--- src/rtl/nn_pkg.sv ---
// Shared constants and state type for the NN inference result path.
package nn_pkg;

    localparam int dataWidth  = 16;
    localparam int numNeurons = 10;
    localparam int OUT_WIDTH  = 32;

    typedef enum logic {
        IDLE,
        SCAN
    } state_t;

endpackage

--- src/rtl/nn_argmax_step.sv ---
// One argmax step: signed compare-and-select; the incumbent wins ties.
module nn_argmax_step
    import nn_pkg::*;
#(
    parameter int DATA_WIDTH = dataWidth,
    parameter int IDX_WIDTH  = 4
) (
    input  logic [DATA_WIDTH-1:0] cur_val_i,
    input  logic [IDX_WIDTH-1:0]  cur_idx_i,
    input  logic [DATA_WIDTH-1:0] new_val_i,
    input  logic [IDX_WIDTH-1:0]  new_idx_i,
    output logic [DATA_WIDTH-1:0] sel_val_o,
    output logic [IDX_WIDTH-1:0]  sel_idx_o
);

    always_comb begin
        if ($signed(new_val_i) > $signed(cur_val_i)) begin
            sel_val_o = new_val_i;
            sel_idx_o = new_idx_i;
        end else begin
            sel_val_o = cur_val_i;
            sel_idx_o = cur_idx_i;
        end
    end

endmodule

--- src/rtl/nn_result_responder.sv ---
// Captures the final-layer output vector, runs a sequential argmax (one element
// per clock) and returns the winning index to the host with a level interrupt.
module nn_result_responder
    import nn_pkg::*;
#(
    parameter int NUM_INPUT  = numNeurons,
    parameter int DATA_WIDTH = dataWidth,
    parameter int OUT_WIDTH  = nn_pkg::OUT_WIDTH
) (
    input  logic                            aclk,
    input  logic                            reset,
    input  logic                            x_valid,
    input  logic [NUM_INPUT*DATA_WIDTH-1:0] x_in,
    input  logic                            intr_clr,
    output logic [OUT_WIDTH-1:0]            rdata,
    output logic                            o_valid,
    output logic                            intr,
    output logic                            overrun
);

    localparam int CNT_W = $clog2(NUM_INPUT + 1);
    localparam logic [CNT_W-1:0] LAST = CNT_W'(NUM_INPUT - 1);

    state_t                 state_q, state_d;
    logic [DATA_WIDTH-1:0]  buf_q [NUM_INPUT];
    logic [DATA_WIDTH-1:0]  buf_d [NUM_INPUT];
    logic [DATA_WIDTH-1:0]  max_val_q, max_val_d;
    logic [CNT_W-1:0]       max_idx_q, max_idx_d;
    logic [CNT_W-1:0]       cnt_q, cnt_d;
    logic [OUT_WIDTH-1:0]   rdata_q, rdata_d;
    logic                   o_valid_q, o_valid_d;
    logic                   intr_q, intr_d;
    logic                   overrun_q, overrun_d;

    logic [DATA_WIDTH-1:0]  cur_elem;
    logic [DATA_WIDTH-1:0]  step_val;
    logic [CNT_W-1:0]       step_idx;
    logic                   publish;
    logic [CNT_W-1:0]       pub_idx;

    always_comb begin
        cur_elem = '0;
        for (int unsigned i = 0; i < NUM_INPUT; i++) begin
            if (cnt_q == CNT_W'(i)) cur_elem = buf_q[i];
        end
    end

    nn_argmax_step #(
        .DATA_WIDTH (DATA_WIDTH),
        .IDX_WIDTH  (CNT_W)
    ) u_step (
        .cur_val_i  (max_val_q),
        .cur_idx_i  (max_idx_q),
        .new_val_i  (cur_elem),
        .new_idx_i  (cnt_q),
        .sel_val_o  (step_val),
        .sel_idx_o  (step_idx)
    );

    always_comb begin
        state_d   = state_q;
        buf_d     = buf_q;
        max_val_d = max_val_q;
        max_idx_d = max_idx_q;
        cnt_d     = cnt_q;
        rdata_d   = rdata_q;
        o_valid_d = 1'b0;
        intr_d    = intr_q;
        overrun_d = 1'b0;
        publish   = 1'b0;
        pub_idx   = '0;

        case (state_q)
            IDLE: begin
                if (x_valid) begin
                    for (int unsigned i = 0; i < NUM_INPUT; i++) begin
                        buf_d[i] = x_in[i*DATA_WIDTH +: DATA_WIDTH];
                    end
                    max_val_d = x_in[DATA_WIDTH-1:0];
                    max_idx_d = '0;
                    cnt_d     = CNT_W'(1);
                    // A single-element vector has nothing to scan.
                    if (NUM_INPUT == 1) publish = 1'b1;
                    else                state_d = SCAN;
                end
            end
            SCAN: begin
                max_val_d = step_val;
                max_idx_d = step_idx;
                cnt_d     = cnt_q + CNT_W'(1);
                overrun_d = x_valid;
                if (cnt_q == LAST) begin
                    publish = 1'b1;
                    pub_idx = step_idx;
                    state_d = IDLE;
                end
            end
            default: state_d = IDLE;
        endcase

        // Publishing has priority over a same-cycle host acknowledge.
        if (publish) begin
            rdata_d   = OUT_WIDTH'(pub_idx);
            o_valid_d = 1'b1;
            intr_d    = 1'b1;
        end else if (intr_clr) begin
            intr_d    = 1'b0;
        end
    end

    always_ff @(posedge aclk) begin
        if (reset) begin
            state_q   <= IDLE;
            for (int unsigned i = 0; i < NUM_INPUT; i++) buf_q[i] <= '0;
            max_val_q <= '0;
            max_idx_q <= '0;
            cnt_q     <= '0;
            rdata_q   <= '0;
            o_valid_q <= 1'b0;
            intr_q    <= 1'b0;
            overrun_q <= 1'b0;
        end else begin
            state_q   <= state_d;
            buf_q     <= buf_d;
            max_val_q <= max_val_d;
            max_idx_q <= max_idx_d;
            cnt_q     <= cnt_d;
            rdata_q   <= rdata_d;
            o_valid_q <= o_valid_d;
            intr_q    <= intr_d;
            overrun_q <= overrun_d;
        end
    end

    assign rdata   = rdata_q;
    assign o_valid = o_valid_q;
    assign intr    = intr_q;
    assign overrun = overrun_q;

endmodule

--- config.mk ---
export PLATFORM = sky130hd
export DESIGN_NAME = nn_result_responder
export DESIGN_NICKNAME = d
export VERILOG_FILES = /design/src/rtl/nn_pkg.sv /design/src/rtl/nn_argmax_step.sv /design/src/rtl/nn_result_responder.sv
export SDC_FILE = /design/constraint.sdc
export NUM_CORES = 1
export LEC_CHECK = 0
export CORE_ASPECT_RATIO = 0.8
export CORE_UTILIZATION = 40
export DETAILED_ROUTE_END_ITERATION = 6
export MAX_ROUTING_LAYER = met4
export PLACE_DENSITY = 0.62
export RECOVER_POWER = 50
export SLEW_MARGIN = 15
export SYNTH_ARGS = -nofsm -noshare
export SYNTH_HDL_FRONTEND = slang
export SYNTH_SLANG_ARGS = --single-unit
--- constraint.sdc ---
create_clock -name aclk -period 5.75 [get_ports aclk]
set_input_delay 1.15 -clock aclk [delete_from_list [all_inputs] [get_ports aclk]]
set_output_delay 1.15 -clock aclk [all_outputs]
set_load 0.01 [all_outputs]
==> results of run 1 <==
==> cells in the mapped netlist, drive strengths merged (8+ instances only) <==
library cell	n
nand2	371
a211oi	8
nor2	41
a21oi	209
o211ai	13
ha	20
nor3	8
buf	41
and2	9
o21ai	35
mux2i	10
dfxtp	192
clkbuf	89
nand3	18
inv	21
a221oi	9
o22ai	15
a2bb2oi	10
nor2b	17
==> kinds of logic after synthesis <==
logic type / after synthesis / synth area share [%]
buf+inv: 154 / 7.46
simple gates: 501 / 22.6
mux: 10 / 1.07
other cells: 1 / 0.0402
fa+ha+maj: 20 / 2.68
compound gates: 379 / 25.0
flops: 192 / 41.2
==> through the flow <==
stage	utilization (%)	setup WS, ns	hold WS (ns)
6_report	51.6	0.518	0.450
5_1_grt	51.6	0.160	0.474
4_1_cts	51.6	0.569	0.454
3_5_place_dp	49.0	0.582	0.441
3_3_place_gp	49.0	0.797	0.434
2_1_floorplan	-	1.47	0.431
==> path summary, 6_finish.rpt <==
check	startpoint	end	slack, ns	cells after the start
setup reg to reg	cnt_q[0]	max_idx_q[3]	0.52	15
hold / removal	intr	intr	0.45	1
hold reg to reg	intr	intr	0.45	1
setup / recovery	cnt_q[0]	max_idx_q[3]	0.52	15
==> critical path, stage by stage, from the launching register on <==
cell and delay (ns):
dfxtp_1 0.40, inv_1 0.14, ha_1 0.82, buf_4 0.35, nor2b_1 0.28, a41oi_1 0.15
o32ai_1 0.35, o22a_1 0.19, ha_1 0.24, and3_1 0.19, a221o_1 0.35, a221o_1 0.41
nor3_2 0.64, o21a_1 0.25, buf_4 0.18, mux2i_1 0.20
==> state kept, by name, indices dropped and copies added (netlist names) <==
name,cells
state_q,1
cnt_q,4
o_valid,1
buf_q,160
rdata,4
intr,1
max_val_q,16
max_idx_q,4
overrun,1
==> per-layer routing <==
layer | track usage (%) | vias to the layer above | wire, µm
li1 | - | 4489 | -
met1 | 39.4 | 4306 | 15500
met2 | 39.0 | 376 | 13600
met3 | 5.07 | 40 | 2380
met4 | 8.24 | 0 | 575
met5 | - | - | 0
==> final cells by class <==
type / instances / area, µm² / area share (%)
Antenna cell: 4 / 10.0 / 0.0855
Clock inverter: 15 / 173 / 1.48
Clock buffer: 17 / 425 / 3.63
Inverter: 24 / 90.1 / 0.770
Multi-Input combinational cell: 938 / 4900 / 41.9
Timing Repair Buffer: 195 / 1880 / 16.1
Tap cell: 306 / 383 / 3.27
Sequential cell: 192 / 3840 / 32.8
==> power by group through the flow <==
stage | combinational [µW] | sequential, µW | clock [µW]
3_3_place_gp | 652 | 1490 | 0
5_1_grt | 730 | 1470 | 1290
4_1_cts | 660 | 1460 | 1240
3_5_place_dp | 656 | 1490 | 0
6_report | 667 | 1460 | 1220
2_1_floorplan | 429 | 1470 | 0
==> impl_metrics.ini, run 1 <==
[power]
seq_power_share_pct = 43.7
p_total_uw = 3350
ir_drop_mv = 0.207
internal_power_uw = 2320
powerDensity_nw_per_um2 = 287
p_comb_share_pct = 19.9
switching_share_pct = 30.7
power_leakage_uw = 0.00440
power_switching_uw = 1030
p_clk_share_pct = 36.5

[synthesis]
synth_enable_flop_cells = 0
synth_top_area_share_pct = 41.2
ys_types = 63
synth_area_leader_cell = dfxtp_1
synth_area_leaders = dfxtp_1 41%, nand2_1 15%, a21oi_1 11%
synthFlopType = dfxtp_1
yosysSeqAreaShare_pct = 41.2
syn_area_um2 = 9330
yosysWarnings = 0
synth-seq-cells = 192
synth-async-reset-ratio_pct = 0
synth_cells = 1257
syn_avg_cell_area_um2 = 7.42

[global_route]
grt_pass1_wl_mm = 49.3
antenna_found_initial = 1
grt_usage_pct = 27.5
gr-total-overflow = 0
grt_pass1_vias = 8561
grt_max_degree = 89

[clock_network]
tritoncts = done
cts_resized = 0
clk_pin_slew_ns = 0.08
clock_sinks = 192
post_cts_buffers = 0
cts_max_level = 4
clockRootBuffer = clkbuf_16
cts_made_buffers = 17
ctsHoldBuffers = 0
clk_latency_ns = 0.45
clock_path_buffers = 2

[drt]
drc = 0
num_vias = 9211
ant_nets = 0
routedWlPerCell_um = 18.9
via_per_inst = 5.45
drtPass1Iterations = 5
drtIter0Drc = 877
totalWireLength_mm = 32.0

[cells_and_area]
mostFrequentLayoutCell = nand2_1
instances_no_fill = 1691
nFillCells = 2304
final_cell_mix = 371 x nand2_1, 209 x a21oi_1, 192 x dfxtp_1
area_growth_pct = 25.5
nets = 1552
stdcell_area_um2 = 11700
drive_gt1_share_pct = 5.00

[job]
maxCapViolations = 2

[setup_path]
cp-end-kind = flop
critPathKind = reg -> reg
cp_data_arrival_time_ns = 5.60
cp_max_fo = 27
crit_path_start_kind = flop
cp_data_required_time_ns = 6.12

[placed_design]
port_buffers = 170
dpl_cell_area_um2 = 11100
routabilityCongestion = 0.925
dp.cells = 1655
hpwl_mm = 23.2

[floorplanning]
coreArea_um2 = 22700
start_util_pct = 41.1
die_width_um = 173
fp.dieArea_um2 = 23900
ios = 199
die_y_um = 139
fp-row-count = 49

[timing]
fin_crit_sh_pct = 91.0
slew_headroom_pct = -169
hold_viol = 0
fin_setup_tns_ns = 0
clock_skew_ns = 0.0127
setup_violations = 0
min_period_ns = 5.23
worst_slew_pin_slew_ns = 4.03
rsz0062_at_grt = no
clock.fmax_mhz = 191
maxSlewViolCount = 167

[status]
outcome = finished with violations
violations = capacitance limit, slew limit

[worst_hold_path]
holdCritPathClass = reg -> reg
No activity file was read; power rests on OpenSTA's default activity.
==> inputs of run 2 (changes only) <==
SLEW_MARGIN = unset   (was 15)
==> results of run 2 <==
Final layout, timing and power as in run 1 (identical DEF).
==> inputs of run 3 (changes only) <==
CTS_CLUSTER_SIZE = 16   (was unset)
==> results of run 3 <==
Final layout, timing and power as in run 1 (identical DEF).
